<file path="src/rtl/conv_row_feeder_pkg.sv">
// Shared constants and types for the convolution front-end blocks.
package conv_row_feeder_pkg;

    // Zero border added on each side of a row for a 3x3 window.
    localparam int PAD = 1;

    // Row width once the zero border is added on both sides.
    function automatic int padded_width(input int w);
        return w + 2 * PAD;
    endfunction

    typedef enum logic [1:0] {
        ST_IDLE  = 2'd0,
        ST_LOAD  = 2'd1,
        ST_ISSUE = 2'd2,
        ST_WAIT  = 2'd3
    } feeder_state_e;

endpackage

</file>
<file path="src/rtl/conv_row_feeder_row_pad.sv">
// Adds a one-pixel zero border on both sides of every channel of a row.
module row_pad
    import conv_row_feeder_pkg::*;
#(
    parameter int D          = 4,
    parameter int W          = 12,
    parameter int DATA_WIDTH = 8
) (
    input  logic [DATA_WIDTH*D*W-1:0]                row_i,
    output logic [DATA_WIDTH*D*padded_width(W)-1:0] row_o
);

    localparam int WP = padded_width(W);

    genvar gi, gj;
    generate
        for (gi = 0; gi < D; gi++) begin : g_chan
            // Border pixels of each channel are tied to zero.
            assign row_o[DATA_WIDTH*WP*gi +: DATA_WIDTH]                      = '0;
            assign row_o[DATA_WIDTH*WP*gi + DATA_WIDTH*(WP-1) +: DATA_WIDTH] = '0;
            for (gj = 0; gj < W; gj++) begin : g_pix
                // Input pixel j lands one slot to the right in the padded row.
                assign row_o[DATA_WIDTH*WP*gi + DATA_WIDTH*(gj+PAD) +: DATA_WIDTH] =
                    row_i[DATA_WIDTH*W*gi + DATA_WIDTH*gj +: DATA_WIDTH];
            end
        end
    endgenerate

endmodule

</file>
<file path="src/rtl/conv_row_feeder.sv">
// Buffers three padded image rows and hands 3-row windows to a conv pipeline,
// one window per conv_done handshake, with zero rows above and below the frame.
module conv_row_feeder
    import conv_row_feeder_pkg::*;
#(
    parameter int D          = 4,
    parameter int H          = 12,
    parameter int W          = 12,
    parameter int DATA_WIDTH = 8
) (
    input  logic                                     clk,
    input  logic                                     rstn_i,
    input  logic [DATA_WIDTH*D*W-1:0]                row_i,
    input  logic                                     row_valid_i,
    output logic                                     row_ready_o,
    output logic [DATA_WIDTH*D*padded_width(W)-1:0] image0,
    output logic [DATA_WIDTH*D*padded_width(W)-1:0] image1,
    output logic [DATA_WIDTH*D*padded_width(W)-1:0] image2,
    output logic                                     image_start,
    input  logic                                     conv_done_i,
    output logic                                     frame_done_o,
    output logic                                     busy_o
);

    localparam int ROW_BITS = DATA_WIDTH * D * padded_width(W);
    localparam int CNT_W    = $clog2(H) + 1;
    localparam logic [CNT_W-1:0] CNT_LAST   = CNT_W'(H - 1);
    // For H==1 this value is never reached because CNT_LAST is tested first.
    localparam logic [CNT_W-1:0] CNT_PENULT = CNT_W'((H > 1) ? H - 2 : 0);

    logic [ROW_BITS-1:0] padded_row;
    logic [ROW_BITS-1:0] top_q, mid_q, bot_q;
    feeder_state_e       state_q;
    logic [CNT_W-1:0]    win_cnt_q, win_cnt_d;
    logic                ready_q, start_q, done_q, busy_q;
    logic                accept;

    row_pad #(
        .D          (D),
        .W          (W),
        .DATA_WIDTH (DATA_WIDTH)
    ) u_row_pad (
        .row_i (row_i),
        .row_o (padded_row)
    );

    assign accept    = row_valid_i & ready_q;
    assign win_cnt_d = win_cnt_q + CNT_W'(1);

    // Window sequencer; ready/start/done/busy are registered alongside the state.
    always_ff @(posedge clk or negedge rstn_i) begin
        if (!rstn_i) begin
            state_q   <= ST_IDLE;
            win_cnt_q <= '0;
            top_q     <= '0;
            mid_q     <= '0;
            bot_q     <= '0;
            ready_q   <= 1'b0;
            start_q   <= 1'b0;
            done_q    <= 1'b0;
            busy_q    <= 1'b0;
        end else begin
            start_q <= 1'b0;
            done_q  <= 1'b0;
            case (state_q)
                ST_IDLE: begin
                    ready_q <= 1'b1;
                    busy_q  <= 1'b0;
                    if (accept) begin
                        top_q     <= '0;
                        mid_q     <= padded_row;
                        win_cnt_q <= '0;
                        busy_q    <= 1'b1;
                        if (H == 1) begin
                            bot_q   <= '0;
                            state_q <= ST_ISSUE;
                            start_q <= 1'b1;
                            ready_q <= 1'b0;
                        end else begin
                            state_q <= ST_LOAD;
                        end
                    end
                end
                ST_LOAD: begin
                    if (accept) begin
                        bot_q   <= padded_row;
                        state_q <= ST_ISSUE;
                        start_q <= 1'b1;
                        ready_q <= 1'b0;
                    end
                end
                ST_ISSUE: begin
                    state_q <= ST_WAIT;
                end
                ST_WAIT: begin
                    if (conv_done_i) begin
                        if (win_cnt_q == CNT_LAST) begin
                            state_q <= ST_IDLE;
                            done_q  <= 1'b1;
                            busy_q  <= 1'b0;
                            ready_q <= 1'b1;
                        end else begin
                            // Shift the window down one row; bot is refilled in LOAD
                            // or stays zero for the bottom border window.
                            top_q     <= mid_q;
                            mid_q     <= bot_q;
                            bot_q     <= '0;
                            win_cnt_q <= win_cnt_d;
                            if (win_cnt_q == CNT_PENULT) begin
                                state_q <= ST_ISSUE;
                                start_q <= 1'b1;
                            end else begin
                                state_q <= ST_LOAD;
                                ready_q <= 1'b1;
                            end
                        end
                    end
                end
                default: begin
                    state_q <= ST_IDLE;
                    ready_q <= 1'b1;
                    busy_q  <= 1'b0;
                end
            endcase
        end
    end

    assign row_ready_o  = ready_q;
    assign image0       = top_q;
    assign image1       = mid_q;
    assign image2       = bot_q;
    assign image_start  = start_q;
    assign frame_done_o = done_q;
    assign busy_o       = busy_q;

endmodule

</file>
<file path="config.mk">
export PLATFORM = sky130hd
export DESIGN_NAME = conv_row_feeder
export DESIGN_NICKNAME = d
export VERILOG_FILES = /design/src/rtl/conv_row_feeder_pkg.sv /design/src/rtl/conv_row_feeder_row_pad.sv /design/src/rtl/conv_row_feeder.sv
export SDC_FILE = /design/constraint.sdc
export NUM_CORES = 2
export LEC_CHECK = 0
export BUFFER_PORTS_ARGS = -buffer_cell sky130_fd_sc_hd__buf_2
export CAP_MARGIN = 30
export CORE_AREA = 4 4 679 681
export DETAILED_ROUTE_END_ITERATION = 16
export DIE_AREA = 0 0 683 685
export PLACE_DENSITY = 0.3
export SYNTH_ARGS = -nofsm -noshare
export SYNTH_HDL_FRONTEND = slang
export SYNTH_SLANG_ARGS = --single-unit
</file>
<file path="constraint.sdc">
create_clock -name clk -period 1.7 [get_ports clk]
set_input_delay 0.34 -clock clk [delete_from_list [all_inputs] [get_ports clk]]
set_output_delay 0.34 -clock clk [all_outputs]
set_load 0.02 [all_outputs]
</file>
==> results.toml <==
[drt]
drt-initial-drc-count = 3809
avgRoutedWirePerCell_um = 29.57
routed_wl_um = 403100
via_per_inst = 3.829
ant_nets = 0
vias = 52202
drc_errors = 0
first_pass_iters = 5

[yosys]
yosysMostFrequentCell = "dfrtp_1"
yosysSeqAreaShare = 0.5315
synthFlopType = "dfrtp_1"
avgSynthCellArea_um2 = 11.07
ys_top_cells_by_count = "1,163 x dfrtp_1, 772 x o211ai_1, 769 x mux2i_1"
synth_warnings = 0
synth.distinct_cells = 42
synth_area_leaders = "dfrtp_1 53%, mux2i_1 14%, o211ai_1 11%"
synth-seq-cells = 1163
synthCells = 4947
yosys.area.top_type_share = 0.5315
syn_area_mm2 = 0.05475
synth-edff-count = 0
synthArstFlopShare = 1.000
synth_top_area_cell = "dfrtp_1"

[worst_setup_path]
crit_required_ps = 2420
reg2reg_depth = 9
end_kind = "flip-flop"
cp-start-kind = "flip-flop"
crit-reg2reg-launch = "win_cnt_q[1]"
path_max_fanout = 8
worst-setup-path-type = "flip-flop to flip-flop"
rrSetupSlack_ps = -350
crit_arrival_ps = 2760
startpoint = "win_cnt_q[1]"
rr_endpoint = "image2[90]"

[global_route]
grt-ovfl-total = 0
grt_use_total = 0.1646
grt_pass1_vias = 53442
grt_max_degree = 96
met1_usage = 0.1995
use_met2 = 0.2870
grt_pass1_wl_um = 529000
antenna_found_initial = 260
use_met3 = 0.04704
grt_most_used_layer = "met2"

[cts]
clk_latency_ps = 900
cts_tree = "yes"
h-tree-depth = 4
cts-root-buf = "clkbuf_16"
clk_path_buf_depth = 4
clkTransAtPathRegs_ps = 60
cts_inserted_buffers = 163
cts.sinks = 1163

[power]
p_per_area_mw_per_mm2 = 2061
vdd_drop_max_v = 0.0009943
leakage_nw = 41.82

[floorplanning]
rows = 248
die-area_mm2 = 0.4679
fp.coreArea_mm2 = 0.4552
initial_core_util = 0.1203
io_pins = 1736
dieWidth_um = 683
die_h_um = 685

[min_path]
hp-start = "row_i[8]"
worstHoldPathCells = 3
holdCritPathClass = "primary input to flip-flop"
hold-path-endpoint = "image2[16]"

[sta]
min_period_ps = 2046
clock-skew-final_ps = 73.80
finalHoldViolCount = 0
maxSlewViolCount = 0
finalWorstSetupSlack_ps = -345.6
fmax_mhz = 488.9
worstMarginPinSlew_ps = 594.1
rsz0062_at_grt = "true"
slew-limit-headroom = 0.6039
hold_slack_ps = 115.3
setup_violations = 2310
fin_crit_sh = 1.203

[outcome]
status = "finished, violations left"
violations = "negative setup slack"

[final_layout]
drive_above_1_share = 0.3654
final_util = 0.1958
syn_to_final_growth_pct = 62.78
nets = 7843

[placed_design]
globalplace.congestion = 0.8315
io_buffer_count = 1543
hpwl_um = 310900

[job]
max_cap_viol_count = 0
## flip-flops by register name, summed over array words and instances (netlist names)
signal,flops
win_cnt_q,5
row_ready_o,1
busy_o,1
frame_done_o,1
image1,384
image2,384
state_q,2
image_start,1
image0,384
## cell type report
type | count | area, µm²
Fill cell | 50233 | 366100
Multi-Input combinational cell | 2923 | 20920
Sequential cell | 1163 | 29170
Timing Repair Buffer | 2815 | 24590
Clock buffer | 225 | 4652
Tap cell | 6000 | 7507
Inverter | 387 | 1453
Clock inverter | 48 | 655.6
Antenna cell | 72 | 180.2
## worst max-delay path by stage
stage               cells after the start  slack (ps)     endpoint
floorplan                               8         -70  image1[100]
global route                            9        -430   image2[90]
CTS                                     2        -410  row_ready_o
global placement                        6        -390   image1[16]
finish                                  9        -350   image2[90]
detailed placement                      6        -400   image1[16]
## per-layer routing
layer	up-vias	wire [µm]	part of all wire
met5	-	701	0.0017
met4	108	10880	0.027
met3	642	30120	0.075
met2	2034	198800	0.49
met1	26781	162700	0.40
li1	22637	-	-
## placed cells by master, fill, tap and decap left out, drive strengths merged, types with 2 or more instances in the layout
cell type    count
nand4            2
conb           192
mux2i          769
bufinv          10
a21oi            3
bufbuf          16
dfrtp         1163
o211ai         772
diode           72
clkinvlp         7
clkinv          24
nand2          387
dlygate4sd3    387
buf           2401
ha               2
o31ai            3
nand3            2
inv            394
and2             2
a22oi          384
o21ai          386
clkbuf         236
## what timing repair did
action                                  4_1_cts  5_1_grt
pin swaps                                    69       33
cloned                                       57       15
resized for setup                           958       77
buffers inserted                            321        8
hold buffers                                387        0
endpoints found under the setup margin     2300     2313
hold endpoints to repair                   1612        0
## report_power, final
group | switching [W] | internal, W
sequential | 0.00968 | 0.0397
clock | 0.0148 | 0.0207
combinational | 0.0605 | 0.0384
total | 0.0850 | 0.0987
## kinds of logic (layout without fill, tap and decap cells)
kind of cell,Yosys count,after routing,share of synthesized area
muxes,769,769,0.1406
other,1,264,0.00006849
DFF,1163,1163,0.5315
and+or+nand+nor,404,404,0.02884
AOI/OAI and AO/OA,1556,1556,0.1957
adders and majority gates,2,2,0.0004570
buffers and inverters,1052,3475,0.1028
## per-stage QoR
stage	cells	total power (W)	cell area (µm²)	setup WS [ps]	TNS (ps)
after global placement	12513	0.1352	72170	-387.6	-216860
after floorplan	5138	0.09222	55530	-70.04	-24660
after detailed placement	12513	0.1355	72170	-398.6	-231210
after global routing	13594	0.1933	89030	-425.5	-547080
after CTS	13548	0.1864	88590	-410.7	-524240
final	13633	0.1837	89120	-345.6	-304700
## critical path, stage by stage, from the launching register on
cell and delay [ps]:
dfrtp_1 390, ha_2 190, and4bb_4 220, buf_6 140, buf_16 180, buf_16 180, buf_16 190, buf_6 120
o211ai_1 160, nand2_1 80
Note: power is estimated with default switching activity, not from simulation.
